[config.mk]
export PLATFORM = sky130hd
export DESIGN_NAME = seg7_display_monitor
export DESIGN_NICKNAME = d
export VERILOG_FILES = /design/src/rtl/seg7_display_monitor.sv
export SDC_FILE = /design/constraint.sdc
export NUM_CORES = 1
export LEC_CHECK = 0
export BUFFER_PORTS_ARGS = -buffer_cell sky130_fd_sc_hd__buf_2
export CAP_MARGIN = 20
export CORE_ASPECT_RATIO = 1.25
export CORE_MARGIN = 2
export CORE_UTILIZATION = 55
export DETAILED_ROUTE_END_ITERATION = 6
export GPL_TIMING_DRIVEN = 0
export PLACE_DENSITY = 0.76
export SLEW_MARGIN = 20
export SYNTH_ARGS = -nofsm -noshare
export SYNTH_HDL_FRONTEND = slang
export SYNTH_SLANG_ARGS = --single-unit
[constraint.sdc]
create_clock -name clk -period 3.2 [get_ports clk]
set_clock_uncertainty 0.1 [all_clocks]
set_input_delay 0.16 -clock clk [delete_from_list [all_inputs] [get_ports clk]]
set_output_delay 0.16 -clock clk [all_outputs]
set_load 0.02 [all_outputs]
[src/rtl/seg7_display_monitor.sv]
// Receive-side monitor for a seven-segment seconds counter: filters the
// segment bus, decodes digits, checks 0..9 stepping and measures the period.
module seg7_display_monitor #(
  parameter int STABLE_CYCLES = 4,
  parameter int CNT_W         = 24
) (
  input  logic             clk,
  input  logic             reset,
  input  logic [6:0]       seg_in,
  input  logic             clear_errors,
  output logic [3:0]       digit,
  output logic             digit_valid,
  output logic             new_digit,
  output logic             seq_error,
  output logic             invalid_pattern,
  output logic [CNT_W-1:0] period,
  output logic             period_valid,
  output logic [7:0]       error_count
);

  localparam int SW = (STABLE_CYCLES > 1) ? $clog2(STABLE_CYCLES) : 1;
  localparam logic [SW-1:0]    STAB_MAX = SW'(STABLE_CYCLES - 1);
  localparam logic [CNT_W-1:0] CNT_MAX  = '1;

  typedef enum logic [1:0] {
    IDLE  = 2'd0,
    FIRST = 2'd1,
    TRACK = 2'd2
  } state_t;

  logic [6:0]       sync1_q;
  logic [6:0]       seg_s_q;
  logic [6:0]       cand_q;
  logic [SW-1:0]    stab_q;
  logic [6:0]       acc_q;
  state_t           state_q;
  logic [CNT_W-1:0] pcnt_q;
  logic [3:0]       digit_q;
  logic             digit_valid_q;
  logic             new_digit_q;
  logic             seq_error_q;
  logic             invalid_q;
  logic [CNT_W-1:0] period_q;
  logic             period_valid_q;
  logic [7:0]       err_cnt_q;
  logic [7:0]       err_cnt_d;

  logic       dec_ok;
  logic [3:0] dec_digit;
  logic       accept;
  logic       acc_valid;
  logic       acc_inv;
  logic       tracking;
  logic [3:0] exp_digit;
  logic       seq_bad;
  logic       err_inc;

  always_comb begin
    dec_ok    = 1'b1;
    dec_digit = 4'd0;
    case (cand_q)
      7'h3F: dec_digit = 4'd0;
      7'h06: dec_digit = 4'd1;
      7'h5B: dec_digit = 4'd2;
      7'h4F: dec_digit = 4'd3;
      7'h66: dec_digit = 4'd4;
      7'h6D: dec_digit = 4'd5;
      7'h7D: dec_digit = 4'd6;
      7'h07: dec_digit = 4'd7;
      7'h7F: dec_digit = 4'd8;
      7'h6F: dec_digit = 4'd9;
      default: dec_ok = 1'b0;
    endcase
  end

  // One accept per stable pattern: acc_q catches up to cand_q on the event.
  assign accept    = (stab_q == STAB_MAX) && (cand_q != acc_q);
  assign acc_valid = accept && dec_ok;
  assign acc_inv   = accept && !dec_ok;
  assign tracking  = (state_q != IDLE);
  assign exp_digit = (digit_q == 4'd9) ? 4'd0 : digit_q + 4'd1;
  assign seq_bad   = acc_valid && tracking && (dec_digit != exp_digit);
  assign err_inc   = seq_bad || acc_inv;

  always_ff @(posedge clk) begin
    if (reset) begin
      sync1_q <= '0;
      seg_s_q <= '0;
      cand_q  <= '0;
      stab_q  <= '0;
      acc_q   <= '0;
    end else begin
      sync1_q <= seg_in;
      seg_s_q <= sync1_q;
      if (seg_s_q != cand_q) begin
        cand_q <= seg_s_q;
        stab_q <= '0;
      end else if (stab_q != STAB_MAX) begin
        stab_q <= stab_q + 1'b1;
      end
      if (accept) acc_q <= cand_q;
    end
  end

  always_ff @(posedge clk) begin
    if (reset) begin
      state_q        <= IDLE;
      pcnt_q         <= '0;
      digit_q        <= '0;
      digit_valid_q  <= 1'b0;
      new_digit_q    <= 1'b0;
      seq_error_q    <= 1'b0;
      invalid_q      <= 1'b0;
      period_q       <= '0;
      period_valid_q <= 1'b0;
    end else begin
      new_digit_q    <= 1'b0;
      seq_error_q    <= 1'b0;
      invalid_q      <= 1'b0;
      period_valid_q <= 1'b0;
      if (acc_inv) begin
        invalid_q <= 1'b1;
      end else if (acc_valid) begin
        new_digit_q   <= 1'b1;
        digit_q       <= dec_digit;
        digit_valid_q <= 1'b1;
        seq_error_q   <= seq_bad;
        pcnt_q        <= {{(CNT_W-1){1'b0}}, 1'b1};
        unique case (state_q)
          IDLE: begin
            state_q <= FIRST;
          end
          FIRST, TRACK: begin
            period_q       <= pcnt_q;
            period_valid_q <= 1'b1;
            state_q        <= TRACK;
          end
          default: state_q <= IDLE;
        endcase
      end else if (tracking && pcnt_q != CNT_MAX) begin
        pcnt_q <= pcnt_q + 1'b1;
      end
    end
  end

  always_comb begin
    err_cnt_d = err_cnt_q;
    if (clear_errors)
      err_cnt_d = 8'd0;
    else if (err_inc && err_cnt_q != 8'hFF)
      err_cnt_d = err_cnt_q + 8'd1;
  end

  always_ff @(posedge clk) begin
    if (reset) err_cnt_q <= '0;
    else       err_cnt_q <= err_cnt_d;
  end

  assign digit           = digit_q;
  assign digit_valid     = digit_valid_q;
  assign new_digit       = new_digit_q;
  assign seq_error       = seq_error_q;
  assign invalid_pattern = invalid_q;
  assign period          = period_q;
  assign period_valid    = period_valid_q;
  assign error_count     = err_cnt_q;

endmodule

==> results.ini, run 1 <==
[sta]
rsz0062_at_grt = false
fin_crit_ps = 2990
tightest_slew_ps = 712
hold_ws_ps = 237
relSlewSlack = 0.520
setup_viol = 0
hold_viol = 0
setup_ws_ps = 211
timing.final.crit_share = 0.934
max_freq_mhz = 335
slew_violations = 0

[grt]
antenna_found_initial = 0
grt_pass1_vias = 3107
grt_start_max_net_pins = 16
grt_pass1_wl_um = 13500
gr-total-overflow = 0
track_usage = 0.215

[clocking]
htreeDepth = 3
root_buffer = clkbuf_8
cts_buffers = 9
path_clk_slew_ps = 90
worstSkewPairLatency_ps = 350
cts_setup_buffers = 0
cts_tree = built
clockBufferDepth = 2
clock-sinks = 97

[flow_run]
cap_violations = 0

[final_layout]
final_cells = 622
layout-drive-gt1-share = 0.162
num-fill-cells = 647
final_common_cell = dfxtp_1
diodes = 0
final_cell_mix = dfxtp_1, nand2_1, buf_2
area_delta_synth_final_pct = 15.5
final_nets = 541

[yosys]
syn_nets = 474
synthesis.area_mm2 = 0.00406
synth_top_flop_cell = dfxtp_1
ys_types = 52
yosysTopAreaCellShare = 0.478
ys_async_sr_fraction = 0
postSynthCellCount = 459
synth_edf_count = 0
synth_area_leaders = dfxtp_1, xor2_1, nand2_1
avgSynthCellArea_um2 = 8.85
yosysTopAreaCell = dfxtp_1
ys_ff_latch = 97
ys_seq_area_frac = 0.478
ys_warn_count = 0

[route]
avgViaCountPerCell = 5.24
drtPass1Iterations = 4
wl_per_cell_um = 13.2
vias = 3262
finalWirelength_um = 8210
drc_errors = 0
drt_iter0_drc = 118
ant_nets = 0

[outcome]
status = finished, final reports clean

[setup_path]
r2r_slack_ps = 210
required_ps = 3380
crit_type = reg -> reg
crit_path_end_kind = flop
r2r-start = cand_q[0]
r2r_cells = 10
start_kind = flop
worstPathArrival_ps = 3170
r2r-end = period[23]
worst-path-max-fanout = 10

[placement]
pre_cts_ws_ps = -61.2
port_buffers = 50
place_inst = 601
dp_hpwl_um = 5850
globalplace.congestion = 0.887

[pwr]
ir_worst_vdd_mv = 0.395
cellPowerDensity_mw_per_mm2 = 443
p_leak_uw = 0.00193

[floorplan]
row_count = 35
fp.dieH_um = 100
ios = 51
die_width_um = 80.9
die_area_mm2 = 0.00809
initial_utilization = 0.559
coreArea_mm2 = 0.00727

[min_path]
min_to = pcnt_q[14]
hp-class = in -> reg
hold_depth = 4
min_from = reset

-- worst max-delay path: stages, from the launching register on --
cell,delay (ps)
dfxtp_1,310
buf_4,160
xnor2_1,150
nand4_1,150
o41ai_2,600
a31oi_1,200
clkbuf_2,260
nand2_1,270
clkbuf_1,450
nand2_1,110
a21oi_1,150
-- cell usage after synthesis (2+ instances only) --
| library cell | count |
|---|---|
| xnor2_1 | 9 |
| and2_1 | 4 |
| nor4b_1 | 2 |
| and3_1 | 8 |
| a211oi_1 | 3 |
| or3_1 | 5 |
| a41oi_1 | 3 |
| a21oi_1 | 29 |
| nor4_1 | 3 |
| inv_1 | 6 |
| buf_4 | 3 |
| ha_1 | 5 |
| nor2_1 | 50 |
| nor2b_1 | 24 |
| o211a_1 | 2 |
| nand2_1 | 64 |
| dfxtp_1 | 97 |
| nand3_1 | 16 |
| nor3b_1 | 4 |
| o21ai_0 | 8 |
| nor3_1 | 3 |
| buf_1 | 2 |
| buf_2 | 6 |
| nand4_1 | 8 |
| a31oi_1 | 3 |
| clkbuf_1 | 18 |
| or2_2 | 3 |
| and4_1 | 5 |
| xor2_1 | 32 |
| mux2i_1 | 12 |
-- metal layers --
| metal | GRT usage | wire, µm |
|---|---|---|
| met3 | 0.0423 | 293 |
| met1 | 0.241 | 3500 |
| met4 | 0.103 | 168 |
| met2 | 0.383 | 4240 |
| met5 | 0 | 0 |
-- registers in the layout, summed over array words and instances (netlist names), 4 cells and up --
register	flops
pcnt_q	24
sync1_q	7
acc_q	7
period	24
cand_q	7
seg_s_q	7
digit	4
error_count	8
-- where the power goes --
group	total, µW	internal [µW]	switching, µW
Sequential	1220	1220	4.89
Clock	783	377	406
Combinational	72.1	30.7	41.4
-- what timing repair did --
item,4_1_cts,5_1_grt
setup endpoints to repair,31,38
hold buffers,7,0
resized for setup,0,3
endpoints found under the hold margin,7,0
gates cloned,0,0
-- final cells by class --
type                            instances  area, µm²  share of cell area
Timing Repair Buffer                   57        320              0.0683
Inverter                                6       22.5             0.00480
Buffer                                 29        136              0.0291
Tap cell                               92        115              0.0245
Clock inverter                          5       56.3              0.0120
Multi-Input combinational cell        326       1960               0.418
Clock buffer                           10        138              0.0293
Sequential cell                        97       1940               0.414
-- logic make-up after synthesis --
| logic type | synth area share |
|---|---|
| AND/OR/NAND/NOR | 0.253 |
| flip-flops | 0.478 |
| AO/OA/AOI/OAI | 0.0958 |
| XOR/XNOR | 0.0884 |
| buffers and inverters | 0.0398 |
| multiplexers | 0.0296 |
| adder cells (fa/ha/maj) | 0.0154 |
-- how the worst max path moves through the flow --
stage	startpoint	to	slack, ps	depth (start not counted)
after floorplan	stab_q[0]	pcnt_q[10]	620	9
after global placement	stab_q[0]	pcnt_q[16]	30	9
after detailed placement	stab_q[0]	pcnt_q[19]	-60	9
after CTS	stab_q[0]	pcnt_q[19]	130	8
after global routing	cand_q[5]	period[21]	40	10
final	cand_q[0]	period[23]	210	10
-- metrics by stage --
step	area (µm²)	total power, µW	util	TNS (ps)
after detailed placement	4430	1320	0.609	-766
after floorplan	4060	1300	-	0
after global placement	4430	1310	0.609	0
after global routing	4690	2150	0.645	0
after CTS	4690	2090	0.645	0
final	4690	2080	0.645	0
(Power assumes the default switching activity.)
==> run 2: changes to the inputs <==
--- a/config.mk
+++ b/config.mk
@@ -5,6 +5,7 @@
 export SDC_FILE = /design/constraint.sdc
 export NUM_CORES = 1
 export LEC_CHECK = 0
+export ABC_AREA = 1
 export BUFFER_PORTS_ARGS = -buffer_cell sky130_fd_sc_hd__buf_2
 export CAP_MARGIN = 20
 export CORE_ASPECT_RATIO = 1.25
==> results.ini, run 2 <==
[route]
wl_met1_um = 4180
routed.top_layer = met4
vias = 4158
finalWirelength_um = 10200
drc_errors = 0
drtPass1Iterations = 4
drt_iter0_drc = 219
ant_nets = 0
wl_met2_um = 5400
wl_per_cell_um = 12.9
avgViaCountPerCell = 5.26
routed-wl-met3_um = 411

[setup_path]
start_kind = flop
path_buf_inv = 3
max_stage_delay_ps = 450
r2r_cells = 13
crit_type = reg -> reg
crit_path_end_kind = flop
crit_cells = 13
worstPathArrival_ps = 2340
r2r-start = cand_q[4]
r2r_slack_ps = 1060
r2r-end = period[12]
worst-path-max-fanout = 10
cpMostUsedCell = nand2_2
crit_chain = inv_2 > nand2_2 > nor2_1 > nand2_2 > nand2_4 > nor2_4 > nand3_2 > nand2_4 > inv_2 > nand2_2 > buf_4 > nand2_1 > a21oi_1
cp_slowest_cell = dfxtp_1
critPathTopFamily = simple AND/OR/NAND/NOR gates
required_ps = 3410

[min_path]
hp-class = in -> reg
min_to = error_count[2]
min_from = clear_errors
hold_depth = 4

[final_layout]
area_delta_synth_final_pct = 14.3
final_cell_mix = nand2_1, dfxtp_1, nor2_1
final_nets = 705
layout-drive-gt1-share = 0.145
diodes = 0
final_common_cell = nand2_1

[yosys]
yosysTopAreaCellShare = 0.439
ys_ff_latch = 97
synth_top_flop_cell = dfxtp_1
ys_async_sr_fraction = 0
syn_nets = 638
ys_types = 32
avgSynthCellArea_um2 = 7.11
ys_seq_area_frac = 0.439
synth_edf_count = 0
postSynthCellCount = 623
ys_warn_count = 0
synth.most_common_cell = nand2_1
synth_commonest_cells = nand2_1, dfxtp_1, nor2_1
synthesis.area_mm2 = 0.00443
synth_area_leaders = dfxtp_1, nand2_1, nor2_1
yosysTopAreaCell = dfxtp_1

[pwr]
cellPowerDensity_mw_per_mm2 = 418
ir_worst_vdd_mv = 0.291
p_leak_uw = 0.00217
power.total_uw = 2110

[floorplan]
ios = 51
initial_utilization = 0.568
fp.dieH_um = 104
die_area_mm2 = 0.00879
row_count = 36
die_width_um = 84.2
coreArea_mm2 = 0.00779

[grt]
grt_pass1_vias = 3982
grt_pass1_wl_um = 17400
grt_start_max_net_pins = 16
track_usage = 0.242
antenna_found_initial = 0
gr-total-overflow = 0

[clocking]
htreeDepth = 3
clock-sinks = 97
ctsResizeCount = 0
cts_buffers = 9
clockBufferDepth = 2
cts_setup_buffers = 0
worstSkewPairLatency_ps = 380
path_clk_slew_ps = 90
cts_tree = built
root_buffer = clkbuf_8

[placement]
port_buffers = 49
globalplace.congestion = 0.920
dp_hpwl_um = 7390

[sta]
hold_viol = 0
setup_viol = 0
relSlewSlack = 0.639
slew_violations = 0
rsz0062_at_grt = false
tightest_slew_ps = 541
fin_crit_ps = 2140
tns_ps = 0
timing.final.crit_share = 0.667
max_freq_mhz = 468

[outcome]
status = finished, final reports clean

[flow_run]
cap_violations = 0

[run 2: cell types whose count changed after synthesis, moves of 8 or more]
cell / change
o21ai_0: +11
nor2b_1: -24
mux2i_1: -12
nor2_1: +43
nand2_1: +70
nand3_1: +30
nand4_1: +9
inv_1: +52
xor2_1: -18
a21oi_1: +29
nand2_2: +8
[run 2: what timing repair did]
item,4_1_cts,5_1_grt
hold buffers,7,0
endpoints found under the hold margin,7,0
endpoints found under the setup margin,0,0
[run 2: per-layer routing]
metal | global-route usage | vias to the layer above
li1 | - | 2135
met1 | 0.264 | 1907
met2 | 0.427 | 98
met3 | 0.0667 | 18
met4 | 0.113 | 0
met5 | 0 | -
[run 2: cells by family (layout without fill, tap and decap cells)]
group | Yosys count | after routing | share of synthesized area
compound gates | 86 | 86 | 0.101
xor+xnor | 19 | 19 | 0.0376
fa+ha+maj | 5 | 5 | 0.0141
buf+inv | 88 | 160 | 0.0808
flops | 97 | 97 | 0.439
simple gates | 328 | 328 | 0.328
[run 2: tightest hold or removal path: cells and delay by family]
kind	cells	cell delay (ps)
simple gates	3	230
buf+inv	1	90
[run 2: cell type report]
type                            instances  area [µm²]
Tap cell                               95         119
Sequential cell                        97        1940
Clock buffer                           12         145
Multi-Input combinational cell        438        2130
Inverter                               65         244
Buffer                                 23         114
Fill cell                             697        2730
Clock inverter                          4        52.6
Timing Repair Buffer                   56         315
[run 2: how the worst max path moves through the flow]
| stage | start | to | slack [ps] |
|---|---|---|---|
| 2_1_floorplan | cand_q[5] | error_count[3] | 1380 |
| 3_3_place_gp | cand_q[2] | period[7] | 1120 |
| 3_5_place_dp | cand_q[2] | period[12] | 1090 |
| 4_1_cts | cand_q[5] | period[12] | 1050 |
| 5_1_grt | cand_q[5] | period[15] | 880 |
| 6_report | cand_q[4] | period[12] | 1060 |
[run 2: power by group]
part | switching, µW | internal, µW
sequential | 7.80 | 1220
combinational | 47.8 | 27.5
clock | 429 | 383
total | 485 | 1630
[run 2: metrics by stage]
step | setup WS (ps) | utilization | std cells | hold slack (ps) | area, µm²
2_1_floorplan | 1380 | - | 623 | 167 | 4430
4_1_cts | 1050 | 0.649 | 790 | 26.9 | 5060
3_3_place_gp | 1120 | 0.615 | 767 | 259 | 4790
5_1_grt | 877 | 0.649 | 790 | 56.3 | 5060
6_report | 1060 | 0.649 | 790 | 40.6 | 5060
3_5_place_dp | 1090 | 0.615 | 767 | 270 | 4790
